--- config.mk ---
export PLATFORM = sky130hd
export DESIGN_NAME = kernel_ram_ctrl
export DESIGN_NICKNAME = d
export VERILOG_FILES = /design/src/rtl/kernel_ram_ctrl_pkg.sv /design/src/rtl/kernel_row_fifo.sv /design/src/rtl/kernel_ram_ctrl.sv
export SDC_FILE = /design/constraint.sdc
export NUM_CORES = 2
export LEC_CHECK = 0
export BUFFER_PORTS_ARGS = -buffer_cell sky130_fd_sc_hd__buf_2
export CAP_MARGIN = 30
export CORE_ASPECT_RATIO = 0.5
export CORE_UTILIZATION = 45
export DETAILED_ROUTE_END_ITERATION = 7
export GPL_TIMING_DRIVEN = 0
export PLACE_DENSITY = 0.7
export SLEW_MARGIN = 20
export SYNTH_ARGS = -nofsm -noshare
export SYNTH_HDL_FRONTEND = slang
export SYNTH_SLANG_ARGS = --single-unit
--- constraint.sdc ---
create_clock -name clk -period 14.8 [get_ports clk]
set_clock_uncertainty 0.2 [all_clocks]
set_input_delay 2.22 -clock clk [delete_from_list [all_inputs] [get_ports clk]]
set_output_delay 2.22 -clock clk [all_outputs]
set_load 0.02 [all_outputs]
--- src/rtl/kernel_ram_ctrl_pkg.sv ---
// Shared types and default sizing for the kernel RAM sequencer.
package kernel_ram_ctrl_pkg;

    localparam int          DEF_WEIGHT_DATA_WIDTH = 64;
    localparam logic [31:0] DEF_WEIGHT_BASE_ADDR  = 32'h4000_0000;
    localparam int          DEF_KERNEL_NUM        = 1024;
    localparam int          DEF_ULTRA_RAM_NUM     = 8;
    localparam int          DEF_OUT_FIFO_DEPTH    = 4;

    localparam int ROW_W   = DEF_WEIGHT_DATA_WIDTH * DEF_ULTRA_RAM_NUM;
    localparam int KADDR_W = $clog2(DEF_KERNEL_NUM);
    localparam int BANK_W  = $clog2(DEF_ULTRA_RAM_NUM);

    typedef enum logic [1:0] {
        S_IDLE  = 2'd0,
        S_LOAD  = 2'd1,
        S_READ  = 2'd2,
        S_DRAIN = 2'd3
    } state_e;

endpackage

--- src/rtl/kernel_row_fifo.sv ---
// Output row FIFO: synchronous, same-cycle push/pop, exposes occupancy.
module kernel_row_fifo #(
    parameter  int pDEPTH = 4,
    parameter  int pWIDTH = 512,
    localparam int PW     = (pDEPTH > 1) ? $clog2(pDEPTH) : 1,
    localparam int CW     = $clog2(pDEPTH + 1)
) (
    input  logic              clk,
    input  logic              rst_n,
    input  logic              push_i,
    input  logic [pWIDTH-1:0] push_data_i,
    input  logic              pop_i,
    output logic [pWIDTH-1:0] pop_data_o,
    output logic              empty_o,
    output logic [CW-1:0]     count_o
);

    logic [pWIDTH-1:0] mem_q [pDEPTH];
    logic [PW-1:0]     wr_ptr_q, rd_ptr_q;
    logic [CW-1:0]     count_q;

    function automatic logic [PW-1:0] ptr_inc(input logic [PW-1:0] p);
        return (p == PW'(pDEPTH - 1)) ? '0 : p + PW'(1);
    endfunction

    // Storage needs no reset; occupancy gates everything downstream.
    always_ff @(posedge clk) begin
        if (push_i) mem_q[wr_ptr_q] <= push_data_i;
    end

    always_ff @(posedge clk or negedge rst_n) begin
        if (!rst_n) begin
            wr_ptr_q <= '0;
            rd_ptr_q <= '0;
            count_q  <= '0;
        end else begin
            if (push_i) wr_ptr_q <= ptr_inc(wr_ptr_q);
            if (pop_i)  rd_ptr_q <= ptr_inc(rd_ptr_q);
            case ({push_i, pop_i})
                2'b10:   count_q <= count_q + CW'(1);
                2'b01:   count_q <= count_q - CW'(1);
                default: count_q <= count_q;
            endcase
        end
    end

    assign pop_data_o = mem_q[rd_ptr_q];
    assign empty_o    = (count_q == '0);
    assign count_o    = count_q;

endmodule

--- src/rtl/kernel_ram_ctrl.sv ---
// Kernel RAM sequencer: weight stream -> RAM write port, RAM rows -> conv engine.
// state | meaning
// IDLE  | waiting for a validated load_start / rd_start
// LOAD  | accepting weight beats, one RAM write per beat
// READ  | issuing row reads while FIFO space allows
// DRAIN | all rows issued, waiting for the last-row handshake
module kernel_ram_ctrl
    import kernel_ram_ctrl_pkg::*;
#(
    parameter  int          pWEIGHT_DATA_WIDTH = DEF_WEIGHT_DATA_WIDTH,
    parameter  logic [31:0] pWEIGHT_BASE_ADDR  = DEF_WEIGHT_BASE_ADDR,
    parameter  int          pKERNEL_NUM        = DEF_KERNEL_NUM,
    parameter  int          pULTRA_RAM_NUM     = DEF_ULTRA_RAM_NUM,
    parameter  int          pOUT_FIFO_DEPTH    = DEF_OUT_FIFO_DEPTH,
    localparam int          KW = $clog2(pKERNEL_NUM),
    localparam int          LW = KW + 1,
    localparam int          VW = KW + 2,
    localparam int          RW = pWEIGHT_DATA_WIDTH * pULTRA_RAM_NUM,
    localparam int          BW = (pULTRA_RAM_NUM > 1) ? $clog2(pULTRA_RAM_NUM) : 1,
    localparam int          CW = $clog2(pOUT_FIFO_DEPTH + 1)
) (
    input  logic                          clk,
    input  logic                          rst_n,
    input  logic                          load_start,
    input  logic [LW-1:0]                 load_len,
    input  logic                          s_wvalid,
    output logic                          s_wready,
    input  logic [pWEIGHT_DATA_WIDTH-1:0] s_wdata,
    input  logic                          rd_start,
    input  logic [KW-1:0]                 rd_base,
    input  logic [LW-1:0]                 rd_len,
    output logic                          wr_en,
    output logic [31:0]                   weight_addr,
    output logic [pWEIGHT_DATA_WIDTH-1:0] weight_data,
    output logic [KW-1:0]                 kernel_addr,
    input  logic [RW-1:0]                 kernel_data,
    output logic                          m_kvalid,
    input  logic                          m_kready,
    output logic [RW-1:0]                 m_kdata,
    output logic                          m_klast,
    output logic                          busy,
    output logic                          done,
    output logic                          err
);

    state_e                        state_q, state_d;
    logic [LW-1:0]                 row_q, row_d;
    logic [BW-1:0]                 bank_q, bank_d;
    logic [LW-1:0]                 len_q, len_d;
    logic                          wr_en_q, wr_en_d;
    logic [31:0]                   waddr_q, waddr_d;
    logic [pWEIGHT_DATA_WIDTH-1:0] wdata_q, wdata_d;
    logic [KW-1:0]                 kaddr_q, kaddr_d;
    logic [LW-1:0]                 issue_cnt_q, issue_cnt_d;
    logic [LW-1:0]                 out_cnt_q, out_cnt_d;
    logic                          inflight_q, inflight_d;
    logic                          done_q, done_d;
    logic                          err_q, err_d;

    logic          fifo_empty;
    logic [CW-1:0] fifo_cnt;
    logic [RW-1:0] fifo_dout;
    logic          load_bad, rd_bad, beat_acc, issue, pop_hs, last_hs;

    assign load_bad = (load_len == '0) || ({1'b0, load_len} > VW'(pKERNEL_NUM));
    assign rd_bad   = (rd_len == '0) ||
                      (({2'b00, rd_base} + {1'b0, rd_len}) > VW'(pKERNEL_NUM));

    assign beat_acc = (state_q == S_LOAD) && s_wvalid;
    // Count the row already in the RAM pipe so a full FIFO never gets overrun.
    assign issue    = (state_q == S_READ) &&
                      ((32'(fifo_cnt) + 32'(inflight_q)) < 32'(pOUT_FIFO_DEPTH));
    assign pop_hs   = m_kvalid && m_kready;
    assign last_hs  = pop_hs && m_klast;

    always_comb begin
        state_d     = state_q;
        row_d       = row_q;
        bank_d      = bank_q;
        len_d       = len_q;
        wr_en_d     = 1'b0;
        waddr_d     = waddr_q;
        wdata_d     = wdata_q;
        kaddr_d     = kaddr_q;
        issue_cnt_d = issue_cnt_q;
        out_cnt_d   = pop_hs ? out_cnt_q + LW'(1) : out_cnt_q;
        inflight_d  = issue;
        done_d      = 1'b0;
        err_d       = 1'b0;
        case (state_q)
            S_IDLE: begin
                if (load_start) begin
                    if (load_bad) begin
                        err_d = 1'b1;
                    end else begin
                        state_d = S_LOAD;
                        len_d   = load_len;
                        row_d   = '0;
                        bank_d  = '0;
                    end
                end else if (rd_start) begin
                    if (rd_bad) begin
                        err_d = 1'b1;
                    end else begin
                        state_d     = S_READ;
                        len_d       = rd_len;
                        kaddr_d     = rd_base;
                        issue_cnt_d = '0;
                        out_cnt_d   = '0;
                    end
                end
            end
            S_LOAD: begin
                if (beat_acc) begin
                    wr_en_d = 1'b1;
                    wdata_d = s_wdata;
                    waddr_d = pWEIGHT_BASE_ADDR + 32'(row_q);
                    if (bank_q == BW'(pULTRA_RAM_NUM - 1)) begin
                        bank_d = '0;
                        row_d  = row_q + LW'(1);
                        if (row_q == len_q - LW'(1)) begin
                            done_d  = 1'b1;
                            state_d = S_IDLE;
                        end
                    end else begin
                        bank_d = bank_q + BW'(1);
                    end
                end
            end
            S_READ: begin
                if (issue) begin
                    kaddr_d     = kaddr_q + KW'(1);
                    issue_cnt_d = issue_cnt_q + LW'(1);
                    if (issue_cnt_q == len_q - LW'(1)) state_d = S_DRAIN;
                end
            end
            S_DRAIN: begin
                if (last_hs) state_d = S_IDLE;
            end
            default: state_d = S_IDLE;
        endcase
    end

    always_ff @(posedge clk or negedge rst_n) begin
        if (!rst_n) begin
            state_q     <= S_IDLE;
            row_q       <= '0;
            bank_q      <= '0;
            len_q       <= '0;
            wr_en_q     <= 1'b0;
            waddr_q     <= pWEIGHT_BASE_ADDR;
            wdata_q     <= '0;
            kaddr_q     <= '0;
            issue_cnt_q <= '0;
            out_cnt_q   <= '0;
            inflight_q  <= 1'b0;
            done_q      <= 1'b0;
            err_q       <= 1'b0;
        end else begin
            state_q     <= state_d;
            row_q       <= row_d;
            bank_q      <= bank_d;
            len_q       <= len_d;
            wr_en_q     <= wr_en_d;
            waddr_q     <= waddr_d;
            wdata_q     <= wdata_d;
            kaddr_q     <= kaddr_d;
            issue_cnt_q <= issue_cnt_d;
            out_cnt_q   <= out_cnt_d;
            inflight_q  <= inflight_d;
            done_q      <= done_d;
            err_q       <= err_d;
        end
    end

    kernel_row_fifo #(
        .pDEPTH (pOUT_FIFO_DEPTH),
        .pWIDTH (RW)
    ) u_row_fifo (
        .clk         (clk),
        .rst_n       (rst_n),
        .push_i      (inflight_q),
        .push_data_i (kernel_data),
        .pop_i       (pop_hs),
        .pop_data_o  (fifo_dout),
        .empty_o     (fifo_empty),
        .count_o     (fifo_cnt)
    );

    assign s_wready    = (state_q == S_LOAD);
    assign wr_en       = wr_en_q;
    assign weight_addr = waddr_q;
    assign weight_data = wdata_q;
    assign kernel_addr = kaddr_q;
    assign m_kvalid    = !fifo_empty;
    assign m_kdata     = m_kvalid ? fifo_dout : '0;
    assign m_klast     = m_kvalid && (out_cnt_q == len_q - LW'(1));
    assign busy        = (state_q != S_IDLE);
    // A load finishes with its registered write; a read finishes on the last handshake.
    assign done        = done_q || ((state_q == S_DRAIN) && last_hs);
    assign err         = err_q;

endmodule

==> out/qor.txt <==
I/O Pins: 1239
post-synthesis compound-gate area fraction: 0.803%
Synth cell types: 80
delay-heaviest family, CP: buffers and inverters
die area: 191000 sq um
Arr. time, crit path: 4280 ps
HPWL Detailed: 168000 microns
setup violators final: 0
Post-Synthesis Cells: 4144
vias in the first global route: 46000
status: completed
Max Clk Rate: 0.149 GHz
post-synth top area cell: edfxtp_1
Synth Area in Simple Gates: 6.17%
drt pass-1 iters: 6
register bit count reported by yosys: 2193
Nets: 6300
sum of negative setup slack: 0 ps
top-count cell post-synth: edfxtp_1
Initial Util: 45.4%
post-cts sizing count: 0
Die Y: 309 microns
worst hold path class: flop to flop
Pwr Density: 182 nW/um^2
clock sinks: 2193
post-synth top area share: 72.4%
Num CTS Buffers: 196
CTS Buffer Depth: 4
post-synthesis mux area share: 14.0%
sequential area share after synthesis: 76.7%
worst-case hold slack: 270 ps
commonest cells in the netlist: 2048 x edfxtp_1, 518 x and2_1, 512 x mux4_2
Post-Layout Cell Count: 8377
Routed Antenna Nets: 0
Placeable Area: 187000 sq um
initial drt markers: 4494
DRC: 0
hold-fix buffers at CTS: 0
worst-path maximum fanout: 10
Fillers: 14400
reg2reg setup slack: 11210 ps
min Tclk post-route: 6700 ps
Post-synth EDFFs: 2048
Fin. Hold Viols: 0
Slew HR: 32.7%
placed insts: 7950
Worst Path Required: 12380 ps
post-layout util: 54.6%
Synth Cell Area: 84900 sq um
fin. max-slew vios: 0
largest family of logic cells by synthesized area: multiplexers
GP Congestion: 0.899
routed vias/inst: 5.51
Syn-to-layout area delta: 20.3%
Buf/Inv on CP: 4
CP Cell Sequence: clkbuf_2 -> clkbuf_1 -> buf_1 -> mux4_2 -> and2_1 -> buf_2
total gr overflow: 0
Synth async-reset ratio: 6.61%
slowest CP cell: buf_1
total setup buffers inserted after CTS: 0
largest net degree at the start of global routing: 102
Routed WL per cell: 27.7 microns
ys flop type: edfxtp_1
Worst Tran Pin Value: 1010 ps
initial antenna violation count: 132
Max VDD drop: 0.0957 mV
layout cells sized above 1: 37.1%
TritonCTS clock tree: done
synthesized area per cell: 20.5 sq um
RSZ-0062 raised after global routing: no
Synth Area in XOR/XNOR: 0.710%
worst stage delay on the critical path: 760 ps
Root Buffer: clkbuf_16
Post-Synth Adder-Cell Area: 0.386%
P_leak: 0.0356 uW
Clock H-tree levels: 4
YS warnings: 0
top cells by area, synth: edfxtp_1 72%, mux4_2 14%, dfrtp_1 4.3%
period utilization: 45.3%
register area: 65100 sq um
clock latency on the worst-skew pair: 820 ps
DR vias: 46100
worst hold start: weight_data[61]
first-pass GRT wire length: 321000 microns
chip width: 616 microns
area of the multi-input gates: 18800 sq um
max_cap viols: 0
crit path capture type: output port
# port buffers: 1215
final wirelength: 232000 microns
CP startpoint: u_row_fifo.rd_ptr_q[0]
CP startpoint kind: flop
Worst R2R Start: len_q[0]
num rows: 112
critical path class: flop to output port
GRT Total Usage: 23.5%
clock-pin slew on the worst setup and hold paths: 60 ps
-- cell families after synthesis --
kind of cell | after synthesis
flops | 2193
compound gates | 101
buf+inv | 250
fa+ha+maj | 25
mux | 539
other cells | 2
simple gates | 966
xor+xnor | 68
-- routing by layer --
| metal | vias to the layer above | global-route usage [%] | wire length, microns |
|---|---|---|---|
| li1 | 19500 | - | - |
| met1 | 24000 | 28.2 | 83800 |
| met2 | 2030 | 40.2 | 121000 |
| met3 | 565 | 4.16 | 14000 |
| met4 | 22 | 13.7 | 13200 |
| met5 | - | 0 | 145 |
-- where the power goes --
| group | internal, uW | switching, uW |
|---|---|---|
| clock | 2720 | 2230 |
| combinational | 2560 | 4100 |
| sequential | 6890 | 107 |
| total | 12200 | 6430 |
-- cell type report --
class | count | area share, %
timing repair buffer | 1300 | 7.65
sequential | 2193 | 63.8
clock inverter | 93 | 0.867
clock buffer | 250 | 5.05
inverter | 21 | 0.0772
buffer | 229 | 0.966
multi-input combinational | 1720 | 18.4
tap | 2508 | 3.07
antenna | 63 | 0.154
-- stage by stage --
step	setup WS (ps)	power, uW	cell area (sq um)
final	8100	18600	102000
after global routing	7870	19200	102000
after CTS	7960	18700	102000
after detailed placement	8700	13800	95700
after global placement	-8180	13700	94200
after floorplan	1510	11100	85000
-- state kept, by name (all words and copies together), names as in the netlist --
| signal | flops |
|---|---|
| weight_addr | 11 |
| len_q | 11 |
| inflight_q | 1 |
| done_q | 1 |
| u_row_fifo.rd_ptr_q | 2 |
| err | 1 |
| u_row_fifo.count_o | 3 |
| bank_q | 3 |
| u_row_fifo.wr_ptr_q | 2 |
| kernel_addr | 10 |
| row_q | 11 |
| weight_data | 64 |
| u_row_fifo.mem_q | 2048 |
| state_q | 2 |
| out_cnt_q | 11 |
| wr_en | 1 |
| issue_cnt_q | 11 |
-- path summary, 6_finish.rpt --
check	end	cells after the start
worst min-delay path	weight_data[61]	2
worst min register to register	weight_data[61]	2
worst max register to register	state_q[1]	11
worst max-delay path	m_kdata[75]	6
min in group asynchronous	kernel_addr[0]	1
max in group asynchronous	weight_data[17]	2
-- cell usage in the layout (no fill, tap or decap), types with 36 or more instances in the layout --
cell type / count
clkbuf_16: 197
clkinv_1: 36
edfxtp_1: 2048
mux4_2: 512
dfrtp_1: 145
buf_1: 82
diode_2: 63
clkbuf_1: 158
nand2_1: 288
buf_2: 1220
xor2_1: 45
buf_16: 40
nor2_1: 58
and2_1: 514
-- tightest hold or removal path: stages (launching register included) --
cell     delay, ps
dfrtp_1        330
nand2_1         50
nand2_1         60
(Power assumes the default switching activity.)
